File: config.mk
export PLATFORM = sky130hd
export DESIGN_NAME = avl_uart_bus_arbiter
export DESIGN_NICKNAME = d
export VERILOG_FILES = /design/src/rtl/avl_uart_bus_arbiter.sv
export SDC_FILE = /design/constraint.sdc
export NUM_CORES = 1
export LEC_CHECK = 0
export BUFFER_PORTS_ARGS = -buffer_cell sky130_fd_sc_hd__buf_2
export CAP_MARGIN = 10
export CORE_ASPECT_RATIO = 1.5
export CORE_MARGIN = 2
export CORE_UTILIZATION = 43
export CTS_CLUSTER_DIAMETER = 200
export CTS_CLUSTER_SIZE = 8
export DETAILED_ROUTE_END_ITERATION = 8
export PLACE_DENSITY = 0.8
export SLEW_MARGIN = 20
export SYNTH_ARGS = -nofsm -noshare
export SYNTH_HDL_FRONTEND = slang
export SYNTH_SLANG_ARGS = --single-unit
File: constraint.sdc
create_clock -name avl_clk_i -period 1.6 [get_ports avl_clk_i]
set_clock_uncertainty 0.15 [all_clocks]
set_input_delay 0.08 -clock avl_clk_i [delete_from_list [all_inputs] [get_ports avl_clk_i]]
set_output_delay 0.08 -clock avl_clk_i [all_outputs]
set_load 0.02 [all_outputs]
File: src/rtl/avl_uart_bus_arbiter.sv
// ---------------------------------------------------------------------------
// avl_uart_bus_arbiter
//
// Purpose:
//   Two-requester Avalon-MM master arbiter in front of avl_uart_interface.
//   A TX producer and an RX/status poller share one UART Avalon slave port.
//   Arbitration is round-robin and only one Avalon transfer is outstanding at
//   a time. Reads that never see readdatavalid are aborted after RD_TIMEOUT
//   cycles in WAIT_RD.
//
// Ports:
//   avl_clk_i            clock, all logic on rising edge
//   avl_reset_i          synchronous active-high reset
//   req_valid_i[1:0]     per-requester command valid (bit i = requester i)
//   req_write_i[1:0]     1 = write, 0 = read
//   req_address_i        packed addresses, requester i at [i*ADDR_WIDTH +: ADDR_WIDTH]
//   req_byteenable_i     packed byte enables
//   req_writedata_i      packed write data
//   req_ready_o[1:0]     command accepted this cycle (combinational, IDLE only)
//   req_done_o[1:0]      one-cycle pulse: write accepted or read data returned
//   req_err_o[1:0]       one-cycle pulse: read aborted by timeout
//   rdata_o              last successfully read data word
//   avl_*_o / avl_*_i    Avalon-MM master port toward the UART slave
// ---------------------------------------------------------------------------
module avl_uart_bus_arbiter #(
  parameter int ADDR_WIDTH = 14,
  parameter int DATA_WIDTH = 32,
  parameter int RD_TIMEOUT = 1024
) (
  input  logic                        avl_clk_i,
  input  logic                        avl_reset_i,

  input  logic [1:0]                  req_valid_i,
  input  logic [1:0]                  req_write_i,
  input  logic [2*ADDR_WIDTH-1:0]     req_address_i,
  input  logic [2*(DATA_WIDTH/8)-1:0] req_byteenable_i,
  input  logic [2*DATA_WIDTH-1:0]     req_writedata_i,
  output logic [1:0]                  req_ready_o,
  output logic [1:0]                  req_done_o,
  output logic [1:0]                  req_err_o,
  output logic [DATA_WIDTH-1:0]       rdata_o,

  output logic [ADDR_WIDTH-1:0]       avl_address_o,
  output logic [DATA_WIDTH/8-1:0]     avl_byteenable_o,
  output logic                        avl_write_o,
  output logic [DATA_WIDTH-1:0]       avl_writedata_o,
  output logic                        avl_read_o,
  input  logic                        avl_waitrequest_i,
  input  logic                        avl_readdatavalid_i,
  input  logic [DATA_WIDTH-1:0]       avl_readdata_i
);

  localparam int BE_WIDTH  = DATA_WIDTH / 8;
  localparam int TMR_WIDTH = (RD_TIMEOUT > 2) ? $clog2(RD_TIMEOUT) : 1;
  localparam logic [TMR_WIDTH-1:0] TMR_LAST = TMR_WIDTH'(RD_TIMEOUT - 1);

  localparam logic [1:0] S_IDLE    = 2'd0;
  localparam logic [1:0] S_ISSUE   = 2'd1;
  localparam logic [1:0] S_WAIT_RD = 2'd2;

  // -------------------------------------------------------------------------
  // State and command registers
  // -------------------------------------------------------------------------
  logic [1:0]            r_state;
  logic                  r_last_grant;
  logic                  r_grant;
  logic                  r_cmd_write;
  logic [ADDR_WIDTH-1:0] r_cmd_addr;
  logic [BE_WIDTH-1:0]   r_cmd_be;
  logic [DATA_WIDTH-1:0] r_cmd_wdata;
  logic                  r_avl_write;
  logic                  r_avl_read;
  logic [TMR_WIDTH-1:0]  r_timer;
  logic [1:0]            r_done;
  logic [1:0]            r_err;
  logic [DATA_WIDTH-1:0] r_rdata;

  // -------------------------------------------------------------------------
  // Per-requester views of the packed command buses
  // -------------------------------------------------------------------------
  logic [ADDR_WIDTH-1:0] w_req_addr  [2];
  logic [BE_WIDTH-1:0]   w_req_be    [2];
  logic [DATA_WIDTH-1:0] w_req_wdata [2];

  genvar gi;
  generate
    for (gi = 0; gi < 2; gi++) begin : g_unpack
      assign w_req_addr[gi]  = req_address_i[gi*ADDR_WIDTH +: ADDR_WIDTH];
      assign w_req_be[gi]    = req_byteenable_i[gi*BE_WIDTH +: BE_WIDTH];
      assign w_req_wdata[gi] = req_writedata_i[gi*DATA_WIDTH +: DATA_WIDTH];
    end
  endgenerate

  // -------------------------------------------------------------------------
  // Grant selection. With both requesters valid the one that was not served
  // last wins, which yields strict alternation under continuous load.
  // -------------------------------------------------------------------------
  logic w_grant;
  logic w_accept;
  logic w_grant_write;

  always_comb begin
    w_grant = r_last_grant;
    case (req_valid_i)
      2'b01:   w_grant = 1'b0;
      2'b10:   w_grant = 1'b1;
      2'b11:   w_grant = ~r_last_grant;
      default: w_grant = r_last_grant;
    endcase
  end

  assign w_accept      = (r_state == S_IDLE) && (|req_valid_i);
  assign w_grant_write = req_write_i[w_grant];

  generate
    for (gi = 0; gi < 2; gi++) begin : g_ready
      assign req_ready_o[gi] = w_accept && (w_grant == 1'(gi));
    end
  endgenerate

  // -------------------------------------------------------------------------
  // Main FSM
  // -------------------------------------------------------------------------
  always_ff @(posedge avl_clk_i) begin
    if (avl_reset_i) begin
      r_state      <= S_IDLE;
      r_last_grant <= 1'b1;
      r_grant      <= 1'b0;
      r_cmd_write  <= 1'b0;
      r_cmd_addr   <= '0;
      r_cmd_be     <= '0;
      r_cmd_wdata  <= '0;
      r_avl_write  <= 1'b0;
      r_avl_read   <= 1'b0;
      r_timer      <= '0;
      r_done       <= '0;
      r_err        <= '0;
      r_rdata      <= '0;
    end else begin
      // Completion flags are single-cycle pulses.
      r_done <= '0;
      r_err  <= '0;

      case (r_state)
        S_IDLE: begin
          if (w_accept) begin
            r_last_grant <= w_grant;
            r_grant      <= w_grant;
            r_cmd_write  <= w_grant_write;
            r_cmd_addr   <= w_req_addr[w_grant];
            r_cmd_be     <= w_req_be[w_grant];
            // Write data bus stays quiet during reads.
            r_cmd_wdata  <= w_grant_write ? w_req_wdata[w_grant] : '0;
            r_avl_write  <= w_grant_write;
            r_avl_read   <= ~w_grant_write;
            r_state      <= S_ISSUE;
          end
        end

        S_ISSUE: begin
          // Everything on the bus is frozen while the slave stalls.
          if (!avl_waitrequest_i) begin
            r_avl_write <= 1'b0;
            r_avl_read  <= 1'b0;
            r_cmd_addr  <= '0;
            r_cmd_be    <= '0;
            r_cmd_wdata <= '0;
            if (r_cmd_write) begin
              r_done[r_grant] <= 1'b1;
              r_state         <= S_IDLE;
            end else begin
              r_timer <= '0;
              r_state <= S_WAIT_RD;
            end
          end
        end

        S_WAIT_RD: begin
          // Data takes priority over a timeout expiring on the same edge.
          if (avl_readdatavalid_i) begin
            r_rdata         <= avl_readdata_i;
            r_done[r_grant] <= 1'b1;
            r_state         <= S_IDLE;
          end else if (r_timer == TMR_LAST) begin
            r_err[r_grant] <= 1'b1;
            r_state        <= S_IDLE;
          end else begin
            r_timer <= r_timer + 1'b1;
          end
        end

        default: begin
          r_state <= S_IDLE;
        end
      endcase
    end
  end

  // -------------------------------------------------------------------------
  // Outputs
  // -------------------------------------------------------------------------
  assign req_done_o       = r_done;
  assign req_err_o        = r_err;
  assign rdata_o          = r_rdata;
  assign avl_address_o    = r_cmd_addr;
  assign avl_byteenable_o = r_cmd_be;
  assign avl_writedata_o  = r_cmd_wdata;
  assign avl_write_o      = r_avl_write;
  assign avl_read_o       = r_avl_read;

endmodule

Word-level counts from Yosys, hierarchy flattened
Index checks and enable logic that the tools add are counted.
Storage, ports and cells
  register bits: 103
  bits of input ports: 140
  output and inout bits: 90
  logic and storage cells: 94
Operators by class
  $add $sub $neg: 1
  order comparisons: 4
  equal/unequal tests: 12
  muxes and demuxes: 44
  bitwise gates (word level): 6
  reduce and logical (&&, ||, !) cells: 14
Operators with widths (count)
  $mux W32: 6
  $mux W14: 5
  $pmux W32 S2: 1
  $mux W10: 4
  $pmux W14 S2: 1
  $mux W4: 5
  $pmux W10 S2: 1
  $mux W2: 8
  $add A10 B1 Y10 const B: 1
  $eq A10 B10 Y1 const B: 1
  $ne A2 B2 Y1 const B: 5
  $pmux W4 S2: 1
  $eq A2 B2 Y1 const B: 3
  $mux W1: 6
  $pmux W2 S3: 1
  $reduce_and A3 Y1: 2
  $not A1 Y1: 5
  $reduce_and A5 Y1: 1
  $eq A2 B1 Y1 const B: 2
  $logic_and A1 B1 Y1: 4
  $lt A1 B2 Y1 const B: 2
  $pmux W1 S2: 2
  $pmux W2 S2: 1
  $reduce_and A2 Y1: 2
  10 further kinds: 11

Logic depth before layout (Yosys ltp)
  depth after elaboration: 9
  gate-level depth with buffers: 9
  mapped depth without buffers: 6

Worst setup path after synthesis
No wires, ideal clock.
  path type: reg2reg
  start: register r_state[0]
  end: register r_cmd_addr[0], in the netlist avl_address_o[0]
  library setup time: 0.070 ns
  arrival: 1.551 ns
  data required time: 1.380 ns
  setup slack: -0.171 ns
  stages on the path, launching flop included: 8
  buffers on the path: 1
  clock period less this slack: 1.771 ns
  cell sequence: dfxtp_1 -> inv_1 -> ha_1 -> or3b_2 -> o211ai_2 -> buf_2 -> nand2_1 -> a21oi_1
On the way
  longest elaborated chain between the ends: 4
  elaborated cells on any way between the ends: 8
  classes of those cells: eq/ne: 3; mux: 1; reduce/logical: 4
RTL lines
  start: declaration: RTL line 64  | logic [1:0] r_state;
  start signal: assignment: RTL line 126  | r_state <= S_IDLE;
  start signal: assignment: RTL line 156  | r_state <= S_ISSUE;
  start signal: assignment: RTL line 170  | r_state <= S_IDLE;
  $logic_not A2 Y1: RTL line 112, 144
  $logic_and A1 B1 Y1: RTL line 112  | assign w_accept = (r_state == S_IDLE) && (|req_valid_i);
  $ne A2 B2 Y1 (no line)
  $reduce_and A3 Y1 (no line)
  end signal: assignment: RTL line 150  | r_cmd_addr <= w_req_addr[w_grant];
  end: declaration: RTL line 68  | logic [ADDR_WIDTH-1:0] r_cmd_addr;
Several ways; a longest one is shown, not always the timed one.
A chain may end at the register's enable or synchronous reset.

Final worst setup path
Ends and elaborated chain as after synthesis.

==> impl_metrics.tcl <==
set metrics [dict create \
    outcome "finished with violations" \
    failed_checks "setup timing" \
    maximum_cell_stage_delay_along_the_critical_path_ns 0.40 \
    cellLeakagePower_nw 3.77 \
    netlist_top_cells_area "sky130_fd_sc_hd__dfxtp_1, sky130_fd_sc_hd__nand2_1, sky130_fd_sc_hd__a21oi_1" \
    die-width_microns 91.9 \
    post-synth-top-area-cell "sky130_fd_sc_hd__dfxtp_1" \
    fillers 750 \
    final_net_count 1104 \
    path_class "flip-flop to flip-flop" \
    clockBufferDepth 2 \
    initial_core_util_pct 43.7 \
    groute.layer.met1.usage_pct 30.7 \
    timing.final.setup_violations 101 \
    irDropWorstVdd_uv 890 \
    internal_power_mw 6.75 \
    synth_enable_flop_cells 0 \
    numPortBuffers 229 \
    cpMaxStageDelayCell "sky130_fd_sc_hd__or3b_4" \
    clock.fmax_ghz 0.544 \
    initial_antenna_violation_count 3 \
    number_of_buffers_inserted_during_clock_tree_synthesis 9 \
    drive_above_1_share_pct 48.9 \
    ioPinCount 230 \
    crit_path_cell_trace "inv_4, ha_4, or3b_4, o211ai_4, clkbuf_16, nand2_1, a21oi_1" \
    sequential_cell_area_sq_mm 0.00208 \
    grt_busiest_layer "met2" \
    ff2ff_path_depth 7 \
    worstHoldPathType "input pin to flip-flop" \
    via_count_of_the_first_global_routing_pass 6109 \
    critPathLaunchType "flip-flop" \
    yosys_warnings 0 \
    drt-total-wl_microns 23600 \
    detail_route.wl_per_cell_microns 21.1 \
    grt_use_met2_pct 52.7 \
    max_slew_margin_pct 65.2 \
    synth_area_per_cell_sq_um 7.88 \
    grt_first_pass_wirelength_microns 29200 \
    netlist-cell-type-count 49 \
    fin_setup_tns_ns -13.23 \
    synthCells 633 \
    gp_weighted_congestion 0.970 \
    synthDominantCellAreaShare_pct 41.4 \
    crit_arrival_ns 1.97 \
    slew_viol_final 0 \
    share_of_total_power_in_combinational_logic_pct 52.6 \
    setup_repair_after_global_routing_missed_its_margin "yes" \
    dieArea_sq_mm 0.0125 \
    gr-total-overflow 0 \
    final_hold_viol_count 0 \
    p_per_area_mw_per_mm2 1310 \
    timing_worst_slew_pin_value_ns 0.522 \
    power.share.switching_pct 41.5 \
    postSynthNetCount 778 \
    placementRows 48 \
    grtUsageMet3_pct 7.10 \
    finalCriticalPeriod_ns 1.84 \
    syn_to_final_growth_pct 76.0 \
    synth_seq_area_share_pct 41.4 \
    dp.final_hpwl_microns 11400 \
    detail-route-antenna-nets 0 \
    cts.root.buffer_cell "sky130_fd_sc_hd__clkbuf_16" \
    total_switching_power_mw 4.79 \
    drt-pass1-iter-count 6 \
    drt_drc_violations_left 0 \
    post_synth_instance_area_sq_mm 0.00499 \
    sink_count 103 \
    critical_path.endpoint_type "flip-flop" \
    vias 6718 \
    finalCritPeriodShare_pct 115 \
    post_synth_most_frequent_cells "sky130_fd_sc_hd__nand2_1, sky130_fd_sc_hd__dfxtp_1, sky130_fd_sc_hd__a21oi_1" \
    drv_cap 0 \
    synth-seq-cells 103 \
    cts_tree "yes" \
    route.detailed.vias_per_inst 6.01 \
    seq_pwr_share_pct 28.2 \
    grt_max_degree 39 \
    path_max_fanout 14 \
    library_cell_with_the_highest_instance_count_after_synthesis "sky130_fd_sc_hd__nand2_1" \
    synthFlopType "sky130_fd_sc_hd__dfxtp_1" \
    dp_slack_ns -0.131 \
    multi_input_area_sq_mm 0.00337 \
    fin_ws_ns -0.239 \
    clk_pin_slew_worst_paths_ns 0.08 \
    crit_required_ns 1.73 \
    worst_skew_pair.late_latency_ns 0.36 \
    design.core.area_sq_mm 0.0114 \
    cts_max_level 3 \
    die-height_microns 136 \
    hold_path_depth 4 \
    postSynth.asyncResetShare_pct 0 \
    first_iter_violations 516 \
    power.clock.fraction_pct 19.2 \
    global_route.usage.total_pct 28.8 \
]
## timing repair
action | in CTS | in global routing
gates cloned | 0 | 12
endpoints found under the hold margin | 69 | 0
setup buffers | 7 | 7
gates resized for setup | 41 | 155
pin swaps | 7 | 55
setup endpoints to repair | 100 | 95
hold buffers | 70 | 0
## critical path, delay by kind of cell (launching register included)
kind	cells	cell delay, ns
DFF	1	0.36
buffers and inverters	2	0.32
AOI/OAI and AO/OA	2	0.32
and+or+nand+nor	2	0.48
adders and majority gates	1	0.13
## per-layer routing
layer / routed length (microns) / vias to the layer above / share of wire [%]
met4: 1750 / 0 / 7.4
met5: 0 / - / 0
met2: 12100 / 492 / 51
li1: - / 2944 / -
met3: 1990 / 150 / 8.4
met1: 7800 / 3132 / 33
## cell type report
type                       instances  share of cell area (%)
multi-input combinational        463                    38.4
clock inverter                     7                   0.756
inverter                          10                   0.485
sequential                       103                    23.7
clock buffer                       9                    2.57
antenna                            3                  0.0856
tap                              150                    2.14
timing repair buffer             372                    31.9
## sequential cells by signal (all words and copies together), names as in the netlist
| name | count |
|---|---|
| avl_byteenable_o | 4 |
| r_last_grant | 1 |
| rdata_o | 32 |
| r_grant | 1 |
| avl_address_o | 14 |
| r_timer | 10 |
| avl_writedata_o | 32 |
| r_state | 2 |
| avl_write_o | 1 |
| req_done_o | 2 |
| r_cmd_write | 1 |
| avl_read_o | 1 |
| req_err_o | 2 |
## power by group through the flow
stage               combinational (mW)  sequential, mW  clock [mW]
detailed placement                4.28            3.20           0
global route                      6.39            3.27        2.30
CTS                               4.63            3.17        2.19
global placement                  4.23            3.19           0
floorplan                         2.36            3.59           0
finish                            6.07            3.25        2.22
## metrics by stage
step / hold WS [ns] / utilization [%] / std cells / area (sq um) / power [mW]
2_1_floorplan: 0.0614 / - / 633 / 5100 / 5.96
3_3_place_gp: 0.170 / 58.6 / 1003 / 6680 / 7.42
3_5_place_dp: 0.177 / 58.6 / 1003 / 6680 / 7.48
4_1_cts: 0.0258 / 69.1 / 1096 / 7880 / 9.99
5_1_grt: 0.0442 / 76.9 / 1117 / 8770 / 12.0
6_report: 0.0293 / 76.9 / 1117 / 8770 / 11.5
## final timing paths
| check | from | to | slack, ns |
|---|---|---|---|
| worst min-delay path | req_writedata_i[25] | avl_writedata_o[25]$_SDFFE_PP0P_ | 0.03 |
| worst max register to register | r_state[0]$_SDFFE_PP0P_ | avl_address_o[0]$_SDFFE_PP0P_ | -0.24 |
| worst min register to register | avl_writedata_o[16]$_SDFFE_PP0P_ | avl_writedata_o[16]$_SDFFE_PP0P_ | 0.30 |
| worst max-delay path | r_state[0]$_SDFFE_PP0P_ | avl_address_o[0]$_SDFFE_PP0P_ | -0.24 |
## cells by family after synthesis
group	after synthesis	share of synthesized area, %
AND/OR/NAND/NOR	230	21.6
flip-flops	103	41.4
buffers and inverters	68	6.07
adder cells (fa/ha/maj)	5	1.25
multiplexers	2	0.427
AO/OA/AOI/OAI	225	29.3
## placed cells by master, fill, tap and decap left out, types with 11 or more instances in the layout
master	synthesis	layout
sky130_fd_sc_hd__clkbuf_16	0	17
sky130_fd_sc_hd__a21oi_1	94	44
sky130_fd_sc_hd__buf_4	1	40
sky130_fd_sc_hd__dfxtp_1	103	94
sky130_fd_sc_hd__a21o_1	18	18
sky130_fd_sc_hd__o221ai_1	32	25
sky130_fd_sc_hd__a21boi_0	30	30
sky130_fd_sc_hd__nand2_2	0	18
sky130_fd_sc_hd__nor2_1	14	11
sky130_fd_sc_hd__buf_2	16	227
sky130_fd_sc_hd__buf_12	0	18
sky130_fd_sc_hd__nand2_4	0	30
sky130_fd_sc_hd__nand2_1	127	78
sky130_fd_sc_hd__and3_1	35	35
sky130_fd_sc_hd__nand3_1	23	22
sky130_fd_sc_hd__dlygate4sd3_1	0	70
sky130_fd_sc_hd__a21oi_2	0	50
sky130_fd_sc_hd__o21ai_0	22	20
(Power assumes the default switching activity.)
